File: src/rtl/pipe_stage_skid.sv
// Pipeline stage register with valid/ready handshake and a 2-entry skid buffer.
// Optional perf counters (stall_cnt, drop_cnt) enabled by `PIPE_SKID_PERF_EN.
module pipe_stage_skid #(
  parameter int unsigned       DATA_W    = 32,
  parameter logic [DATA_W-1:0] RESET_VAL = '0
`ifdef PIPE_SKID_PERF_EN
  ,
  parameter int unsigned       CNT_W     = 16
`endif
) (
  input  logic              clk,
  input  logic              reset,
  input  logic              flush,
  input  logic              in_valid,
  output logic              in_ready,
  input  logic [DATA_W-1:0] in_data,
  output logic              out_valid,
  input  logic              out_ready,
  output logic [DATA_W-1:0] out_data
`ifdef PIPE_SKID_PERF_EN
  ,
  output logic [CNT_W-1:0]  stall_cnt,
  output logic [CNT_W-1:0]  drop_cnt
`endif
);

  typedef enum logic [1:0] {
    ST_EMPTY = 2'd0,
    ST_ONE   = 2'd1,
    ST_TWO   = 2'd2
  } state_t;

  state_t            r_state;
  state_t            w_next_state;
  logic              r_in_ready;
  logic              r_out_valid;
  logic [DATA_W-1:0] r_main;
  logic [DATA_W-1:0] r_skid;
  logic [DATA_W-1:0] w_main_d;
  logic [DATA_W-1:0] w_skid_d;
  logic              w_in_fire;
  logic              w_out_fire;

  assign w_in_fire  = in_valid & r_in_ready;
  assign w_out_fire = r_out_valid & out_ready;

  // State register
  always_ff @(posedge clk or posedge reset) begin
    if (reset) r_state <= ST_EMPTY;
    else       r_state <= w_next_state;
  end

  // Next-state logic; flush overrides every transition
  always_comb begin
    w_next_state = r_state;
    if (flush) begin
      w_next_state = ST_EMPTY;
    end else begin
      unique case (r_state)
        ST_EMPTY: if (w_in_fire) w_next_state = ST_ONE;
        ST_ONE: begin
          if (w_in_fire && !w_out_fire)      w_next_state = ST_TWO;
          else if (!w_in_fire && w_out_fire) w_next_state = ST_EMPTY;
        end
        ST_TWO:  if (w_out_fire) w_next_state = ST_ONE;
        default: w_next_state = ST_EMPTY;
      endcase
    end
  end

  // Datapath next values; the skid entry only ever moves into main
  always_comb begin
    w_main_d = r_main;
    w_skid_d = r_skid;
    if (flush) begin
      w_main_d = RESET_VAL;
      w_skid_d = RESET_VAL;
    end else begin
      unique case (r_state)
        ST_EMPTY: if (w_in_fire) w_main_d = in_data;
        ST_ONE: begin
          if (w_in_fire && w_out_fire) w_main_d = in_data;
          else if (w_in_fire)          w_skid_d = in_data;
        end
        ST_TWO:  if (w_out_fire) w_main_d = r_skid;
        default: w_main_d = RESET_VAL;
      endcase
    end
  end

  // Registered outputs: ready/valid follow the next state so no comb path reaches in_ready
  always_ff @(posedge clk or posedge reset) begin
    if (reset) begin
      r_main      <= RESET_VAL;
      r_skid      <= RESET_VAL;
      r_in_ready  <= 1'b1;
      r_out_valid <= 1'b0;
    end else begin
      r_main      <= w_main_d;
      r_skid      <= w_skid_d;
      r_in_ready  <= (w_next_state != ST_TWO);
      r_out_valid <= (w_next_state != ST_EMPTY);
    end
  end

  assign in_ready  = r_in_ready;
  assign out_valid = r_out_valid;
  assign out_data  = r_main;

`ifdef PIPE_SKID_PERF_EN
  localparam int unsigned      SUM_W   = CNT_W + 2;
  localparam logic [CNT_W-1:0] CNT_MAX = '1;

  logic [CNT_W-1:0] r_stall_cnt;
  logic [CNT_W-1:0] r_drop_cnt;
  logic [1:0]       w_stored;
  logic [SUM_W-1:0] w_drop_sum;

  always_comb begin
    w_stored = 2'd0;
    unique case (r_state)
      ST_ONE:  w_stored = 2'd1;
      ST_TWO:  w_stored = 2'd2;
      default: w_stored = 2'd0;
    endcase
  end

  assign w_drop_sum = SUM_W'(r_drop_cnt) + SUM_W'(w_stored) + SUM_W'(w_in_fire);

  // Saturating counters, cleared only by reset
  always_ff @(posedge clk or posedge reset) begin
    if (reset) begin
      r_stall_cnt <= '0;
      r_drop_cnt  <= '0;
    end else begin
      if (r_out_valid && !out_ready && (r_stall_cnt != CNT_MAX))
        r_stall_cnt <= r_stall_cnt + CNT_W'(1);
      if (flush)
        r_drop_cnt <= (w_drop_sum > SUM_W'(CNT_MAX)) ? CNT_MAX : w_drop_sum[CNT_W-1:0];
    end
  end

  assign stall_cnt = r_stall_cnt;
  assign drop_cnt  = r_drop_cnt;
`else
  // Handshake-only build: no counter state.
`endif

endmodule

File: config.mk
export PLATFORM = sky130hd
export DESIGN_NAME = pipe_stage_skid
export DESIGN_NICKNAME = d
export VERILOG_FILES = /design/src/rtl/pipe_stage_skid.sv
export SDC_FILE = /design/constraint.sdc
export NUM_CORES = 1
export LEC_CHECK = 0
export CORE_MARGIN = 2
export CORE_UTILIZATION = 48
export CTS_BUF_LIST = sky130_fd_sc_hd__clkbuf_16
export CTS_CLUSTER_DIAMETER = 50
export DETAILED_ROUTE_END_ITERATION = 6
export PLACE_DENSITY = 0.76
export SLEW_MARGIN = 20
export SYNTH_ARGS = -nofsm -noshare
export SYNTH_HDL_FRONTEND = slang
export SYNTH_SLANG_ARGS = --single-unit
File: constraint.sdc
create_clock -name clk -period 2.2 [get_ports clk]
set_clock_uncertainty 0.1 [all_clocks]
set_input_delay 0.44 -clock clk [delete_from_list [all_inputs] [get_ports clk]]
set_output_delay 0.44 -clock clk [all_outputs]
set_load 0.05 [all_outputs]
-- After elaboration in Yosys (flattened, before gate mapping)
Index checks and enable logic that the tools add are counted.
W data, S select, Z words.
- register bits after elaboration: 68
- bits in latches: 0
- RAM bits: 0
- memory bits (read-only): 0
- input bits: 37
- output and inout port bits: 34
- word-level logic and storage cells: 39
- memories: 0
- add/sub/neg operators: 0
- $mul: 0
- divide/modulo/power cells: 0
- order comparisons: 0
- eq/ne operators: 7
- shifts and indexed selects: 0
- multiplexer cells: 14
- bitwise logic cells: 2
- reductions and logical operators: 11
- operators with widths (operator ; number):
    $mux W32 ; 7
    $pmux W32 S3 ; 1
    $mux W2 ; 5
    $ne A3 B3 Y1 const B ; 3
    $pmux W2 S3 ; 1
    $reduce_and A3 Y1 ; 2
    $reduce_bool A2 Y1 ; 3
    $ne A2 B2 Y1 const B ; 2
    $logic_and A1 B1 Y1 ; 3
    $and A1 B1 Y1 ; 2
    $eq A2 B1 Y1 const B ; 1
    $eq A2 B2 Y1 const B ; 1
    $logic_not A1 Y1 ; 2
    $logic_not A2 Y1 ; 1

-- Depth between registers and ports, before layout
Gate-level depths: netlist of the first run.
- depth in word-level cells: 8
- mapped depth: 6
- gate-level depth less buffers: 3

-- Worst setup path after synthesis of the first run
Ideal clock, no wire load.
- path kind: reg2reg
- start: register r_out_valid (netlist: out_valid)
- end: register r_main[25] (netlist: out_data[25])
- setup time: 0.150 ns
- arrival: 1.540 ns
- data required time: 1.950 ns
- setup slack: 0.410 ns
- cell stages (with the launch flop): 5
- buffers on the path: 1
- clock period less this slack: 1.790 ns
- cells stage by stage: dfrtp_1 nand2_1 buf_2 a2111oi_2 a211oi_2
- word-level cells in the longest chain between the ends: 4
- elaborated cells between the ends (all ways): 5
- classes of those cells: eq/ne: 2; bitwise: 1; reduce/logical: 2
- RTL lines (element ; RTL line ; text):
    start, declared ; 36 ; logic r_out_valid;
    start signal, assigned ; 102 ; r_out_valid <= (w_next_state != ST_EMPTY);
    $and A1 B1 Y1 (*) ; 45 ; assign w_out_fire = r_out_valid & out_ready;
    $logic_and A1 B1 Y1 ; 82 ; if (w_in_fire && w_out_fire) w_main_d = in_data;
    $ne A3 B3 Y1 (no source line) ; - ;
    $reduce_and A3 Y1 (no source line) (*) ; - ;
    end signal, assigned ; 99 ; r_main <= w_main_d;
    end, declared ; 37 ; logic [DATA_W-1:0] r_main;
Mark *: on every way between the ends. The rest lies on a longest branch, timed or not.
A chain may end at the register's enable or synchronous reset.

-- Worst setup path after layout of the first run
- start: register r_main[17] (netlist: out_data[17])
- end: output out_data[17]
- RTL lines (element ; RTL line ; text):
    end, declared ; 19 ; output logic [DATA_W-1:0] out_data
No word-level cell between the ends.

==> results of run 1 <==
flip-flops by register name, summed over array words and instances (netlist names):
signal,cells
in_ready,1
r_skid,32
r_state,2
out_valid,1
out_data,32
timing repair:
action	4_1_cts	5_1_grt
hold buffers	0	0
gates resized for setup	0	1
setup endpoints to repair	0	1
buffers inserted	0	0
per-layer routing:
layer / routed length [um] / track usage [%] / vias to the layer above
met3: 533 / 6.43 / 9
met2: 4790 / 33.6 / 93
li1: - / - / 1521
met5: 0 / 0 / -
met1: 4480 / 31.0 / 1623
met4: 86 / 4.98 / 0
power by group through the flow:
stage | Clock, mW | Sequential (mW) | Combinational (mW)
6_report | 1.30 | 1.44 | 1.35
3_3_place_gp | 0 | 1.45 | 1.33
2_1_floorplan | 0 | 1.74 | 0.670
5_1_grt | 1.40 | 1.45 | 1.44
3_5_place_dp | 0 | 1.46 | 1.35
4_1_cts | 1.32 | 1.44 | 1.36
cells in the final DEF (no fill, tap or decap), types with 3 or more instances in the layout:
master           instances
and3b_2                  4
buf_4                   17
a2111oi_2               27
buf_12                   5
a211oi_2                30
clkinvlp_4               5
a2111oi_4                3
nand3_1                 32
clkbuf_16                9
a21oi_1                 35
o21ai_0                 33
nor2b_1                 31
and3b_1                 29
clkdlybuf4s50_1         67
dfrtp_1                 66
inv_1                   32
layout make-up:
cell class	count	area (sq um)
Tap cell	105	131
Clock buffer	9	225
Timing Repair Buffer	91	916
Sequential cell	68	1700
Clock inverter	7	43.8
Inverter	33	128
Multi-Input combinational cell	244	2050
Fill cell	685	3060
worst min-delay path by stage:
stage | end | slack [ns] | depth (start not counted)
final | out_data[17]$_DFFE_PP0P_ | 0.29 | 2
after global placement | out_data[12]$_DFFE_PP0P_ | 0.42 | 2
after floorplan | r_skid[12]$_DFFE_PP0P_ | 0.41 | 2
after CTS | out_data[17]$_DFFE_PP0P_ | 0.29 | 2
after global routing | out_data[17]$_DFFE_PP0P_ | 0.31 | 2
after detailed placement | out_data[2]$_DFFE_PP0P_ | 0.42 | 2
through the flow:
stage          total power, mW  worst slack (ns)
2_1_floorplan             2.41             0.410
3_3_place_gp              2.78             0.117
3_5_place_dp              2.81            0.0782
4_1_cts                   4.12           0.00907
5_1_grt                   4.29            0.0765
6_report                  4.09             0.106
kinds of logic after synthesis:
kind of cell / after synthesis / share of synthesized area [%]
xor+xnor: 1 / 0.667
simple gates: 105 / 17.0
buf+inv: 77 / 9.43
flops: 68 / 41.3
compound gates: 138 / 31.7
==> metrics.yaml, run 1 <==
status: "complete, no violations"
yosysMostFrequentCell: "dfrtp_1"
r2r_start: "r_state[0]$_DFF_PP0_"
grt_pass1_wl_um: 16800
ctsRootBufferMaster: "clkbuf_16"
cap_violations: 0
synth-edff-count: 0
synth_top_area_share_pct: 40.6
p_clk_share_pct: 31.8
coreArea_sq_um: 8260
p_sw_mw: 1.46
numCtsBuffers: 9
ys_seq_elements: 68
path_cells: "clkdlybuf4s50_1"
vias: 3246
cts_max_path_buffers: 2
power.internal_mw: 2.63
ir_drop_mv: 0.616
crit_buf_inv: 1
hold_violations: 0
grt_setup_unrepaired: "no"
maxSlewHeadroom_pct: 64.4
overflow: 0
grt_pass1_vias: 3290
hpwl_um: 6210
p_comb_share_pct: 33.0
critPathCaptureType: "primary output"
hold_class: "input pin to register"
place_area_sq_um: 4920
drc: 0
cp.depth: 1
initial_core_util_pct: 50.0
fin_cells: 557
crit_family: "buffers and inverters"
totalWireLength_um: 9880
antenna_found_initial: 0
ant_nets: 0
io_pins: 71
clock-sinks: 68
cts_tree: "done"
nets: 484
synth_area_sq_um: 4130
design_area_sq_um: 5190
crit_end: "out_data[17]"
grt_usage_pct: 22.0
max_slew.worst_pin.slew_ns: 0.534
drive_above_1_share_pct: 25.0
hold_start: "flush"
syn_to_final_growth_pct: 25.8
period_minus_slack_ns: 2.09
dr.pass1.iters: 4
p_per_area_nw_per_um2: 788
synth_fp_nets: 426
syn_area_per_cell_sq_um: 10.6
drtIter0Drc: 260
fin_crit_sh_pct: 95.2
arrival_ns: 1.55
yosys-top-cells-area: "dfrtp_1 41%, a2111oi_2 9.8%, a211oi_2 9.1%"
switching_share_pct: 35.8
synth.top_cells.by_count: "67 x dfrtp_1, 35 x a21oi_1, 33 x inv_1, 33 x o21ai_0, 32 x nand3_1"
finish.utilization_pct: 62.9
power_frac_seq_pct: 35.2
dp.cells: 541
syn_inst: 389
io_buffers: 70
hold_slack_ns: 0.289
crit_required_ns: 1.66
async_flop_share_pct: 100
start_kind: "register"
routabilityCongestion: 0.824
slew_violations: 0
cp_slowest_cell: "clkdlybuf4s50_1"
rows: 33
vias_per_cell: 5.83
num_antenna_cells: 0
max_freq_ghz: 0.478
ys_types: 35
worst_skew_pair.late_latency_ns: 0.33
p_leak_nw: 2.08
grt_max_degree: 69
rr_worst_depth: 3
setup_viol: 0
synth_top_area_cell: "dfrtp_1"
die_h_um: 96.7
critical_path_class: "register to primary output"
synth_warnings: 0
worstReg2RegEnd: "out_data[14]$_DFFE_PP0P_"
seq_area_frac_synth_pct: 41.3
synth_ff_type: "dfrtp_1"
path_max_fanout: 2
regToRegSetupSlack_ns: 0.32
tns_ns: 0
crit_path_max_incr_delay_ns: 0.82
crit_start: "out_data[17]$_DFFE_PP0P_"
clk_transition_reported_paths_ns: 0.06
htreeDepth: 3
detail_route.wl_per_cell_um: 17.7
die-area_sq_um: 9360
chipWidth_um: 96.7
(Power assumes the default switching activity.)
==> run 2, diff against run 1 <==
ABC_AREA = 1   (was unset)
CORE_ASPECT_RATIO = 1.75   (was unset)
CORE_UTILIZATION = 46   (was 48)
==> run 2 against run 1 <==
Non-clock buffer count down 10. Global-route usage up 1.4 points. Critical path depth unchanged. Clock power grew 5%. Critical endpoint is now out_data[22]. Largest power group unchanged. Via count is 3.5% lower. Utilization decreased by 1.3 points. Design area fell by 16%. Combinational power decreased by 34%.
==> metrics.yaml, run 2 <==
status: "complete, no violations"
hold_start: "r_skid[15]$_DFFE_PP0P_"
hold_violations: 0
hpwl_um: 5110
regToRegSetupSlack_ns: 0.49
nets: 513
dr.pass1.iters: 5
path_max_fanout: 2
max_freq_ghz: 0.483
multiInputGateArea_sq_um: 1400
routabilityCongestion: 0.787
fin_cells: 567
die_h_um: 116
slew_violations: 0
chipWidth_um: 68.1
hold_path_end: "r_skid[15]$_DFFE_PP0P_"
fin_crit_sh_pct: 94.2
clk_transition_reported_paths_ns: 0.05
synth-edff-count: 0
drtIter0Drc: 346
p_sw_mw: 1.16
finish.utilization_pct: 61.6
place_area_sq_um: 4080
start_kind: "register"
initial_core_util_pct: 46.8
period_minus_slack_ns: 2.07
rows: 41
totalWireLength_um: 8400
post-cts-setup-buffers: 0
coreArea_sq_um: 7080
max_slew.worst_pin.slew_ns: 0.524
setup_viol: 0
clock-sinks: 68
switching_share_pct: 31.6
crit_buf_inv: 1
rr_worst_depth: 7
grt_max_degree: 100
crit_path_max_incr_delay_ns: 0.82
synth_area_sq_um: 3310
ctsHoldBuffers: 0
cap_violations: 0
ys_seq_elements: 68
worstReg2RegEnd: "out_data[25]$_DFFE_PP0P_"
crit_family: "buffers and inverters"
critPathCaptureType: "primary output"
grt_pass1_vias: 3088
cp_slowest_cell: "clkdlybuf4s50_1"
vias: 3131
ant_nets: 0
syn_area_per_cell_sq_um: 7.89
synth_fp_nets: 457
layout_common_cells: "154 x nand3_1, 141 x nand2_1, 69 x clkdlybuf4s50_1"
design_area_sq_um: 4360
synth_top_area_share_pct: 50.6
io_buffers: 70
syn_to_final_growth_pct: 31.6
path_cells: "clkdlybuf4s50_1"
ys_types: 19
yosys-top-cells-area: "dfrtp_1 51%, nand3_1 23%, nand2_1 16%"
seq_area_sq_um: 1700
dp.cells: 551
p_leak_nw: 2.25
p_comb_share_pct: 24.2
num_antenna_cells: 0
crit_required_ns: 1.66
htreeDepth: 3
async_flop_share_pct: 100
holdPathStages: 2
overflow: 0
synth.top_cells.by_count: "154 x nand3_1, 141 x nand2_1, 67 x dfrtp_1"
numCtsBuffers: 9
synth_warnings: 0
grt_usage_pct: 23.4
mostFrequentLayoutCell: "nand3_1"
antenna_found_initial: 0
yosysMostFrequentCell: "nand3_1"
grt_setup_unrepaired: "no"
p_clk_share_pct: 37.1
critical_path_class: "register to primary output"
tns_ns: 0
syn_inst: 420
synth_ff_type: "dfrtp_1"
seq_area_frac_synth_pct: 51.4
fillers: 655
r2r_start: "r_state[1]$_DFF_PP0_"
power_frac_seq_pct: 38.7
hold_class: "register to register"
grt_pass1_wl_um: 14100
cts_tree: "done"
drc: 0
ctsRootBufferMaster: "clkbuf_16"
io_pins: 71
drive_above_1_share_pct: 7.28
ir_drop_mv: 0.478
power.internal_mw: 2.50
maxSlewHeadroom_pct: 65.0
cts_max_path_buffers: 2
die-area_sq_um: 7920
synth_top_area_cell: "dfrtp_1"
vias_per_cell: 5.52
detail_route.wl_per_cell_um: 14.8
cts-resized-gates: 0
p_per_area_nw_per_um2: 839
arrival_ns: 1.53
worst_skew_pair.late_latency_ns: 0.33
==> run 2: changes by cell type after synthesis, moves of 3 or more <==
cell       before  now
a21oi_1        35    0
a211oi_2       30    0
nand2_1         2  141
o21ai_0        33    3
buf_6           9    3
nand4_1         0    4
nor2b_1        31    0
inv_1          33    5
buf_2          15   11
a2111oi_2      27    0
nand3_1        32  154
and3b_1        29    0
and3b_2         4    0
a2111oi_4       3    0
==> run 2: how the worst max path moves through the flow <==
| stage | from | to | slack, ns | depth (start not counted) |
|---|---|---|---|---|
| finish | out_data[22]$_DFFE_PP0P_ | out_data[22] | 0.13 | 1 |
| global route | out_data[31]$_DFFE_PP0P_ | out_data[31] | 0.11 | 1 |
| CTS | out_data[22]$_DFFE_PP0P_ | out_data[22] | 0.12 | 1 |
| detailed placement | out_ready | r_skid[21]$_DFFE_PP0P_ | 0.19 | 7 |
| global placement | out_ready | r_skid[21]$_DFFE_PP0P_ | 0.21 | 7 |
| floorplan | out_valid$_DFF_PP0_ | r_skid[0]$_DFFE_PP0P_ | 0.55 | 8 |
==> run 2: metal layers <==
metal / global-route usage (%) / up-vias / wire, um
met1: 28.6 / 1473 / 3240
met3: 3.95 / 22 / 528
met5: 0 / - / 0
li1: - / 1509 / -
met2: 38.9 / 127 / 4410
met4: 11.6 / 0 / 216
==> run 2: cell families after synthesis <==
group / share of synthesized area (%)
flip-flops: 51.4
buffers and inverters: 6.46
AO/OA/AOI/OAI: 0.453
AND/OR/NAND/NOR: 41.7
==> run 2: metrics by stage <==
stage | hold slack (ns) | setup WS (ns) | total power [mW]
after floorplan | 0.369 | 0.550 | 1.99
after global placement | 0.380 | 0.213 | 2.31
after detailed placement | 0.387 | 0.190 | 2.32
after CTS | 0.400 | 0.118 | 3.68
after global routing | 0.416 | 0.106 | 3.82
final | 0.396 | 0.128 | 3.66
==> run 2: area by class of cell <==
| class | instances | share of cell area (%) |
|---|---|---|
| Clock buffer | 9 | 5.17 |
| Clock inverter | 7 | 1.32 |
| Inverter | 8 | 0.890 |
| Multi-Input combinational cell | 308 | 32.0 |
| Sequential cell | 68 | 39.1 |
| Tap cell | 86 | 2.47 |
| Timing Repair Buffer | 81 | 19.1 |
==> run 2: power groups by stage <==
| stage | clock network (mW) | logic [mW] | registers (mW) |
|---|---|---|---|
| 2_1_floorplan | 0 | 0.337 | 1.65 |
| 3_3_place_gp | 0 | 0.876 | 1.43 |
| 3_5_place_dp | 0 | 0.888 | 1.43 |
| 4_1_cts | 1.38 | 0.888 | 1.41 |
| 5_1_grt | 1.44 | 0.951 | 1.43 |
| 6_report | 1.36 | 0.886 | 1.41 |
==> run 2: tightest hold or removal path, cell delays in order (launching register included) <==
cell     delay, ns
dfrtp_1       0.34
nand3_1       0.07
nand2_1       0.05
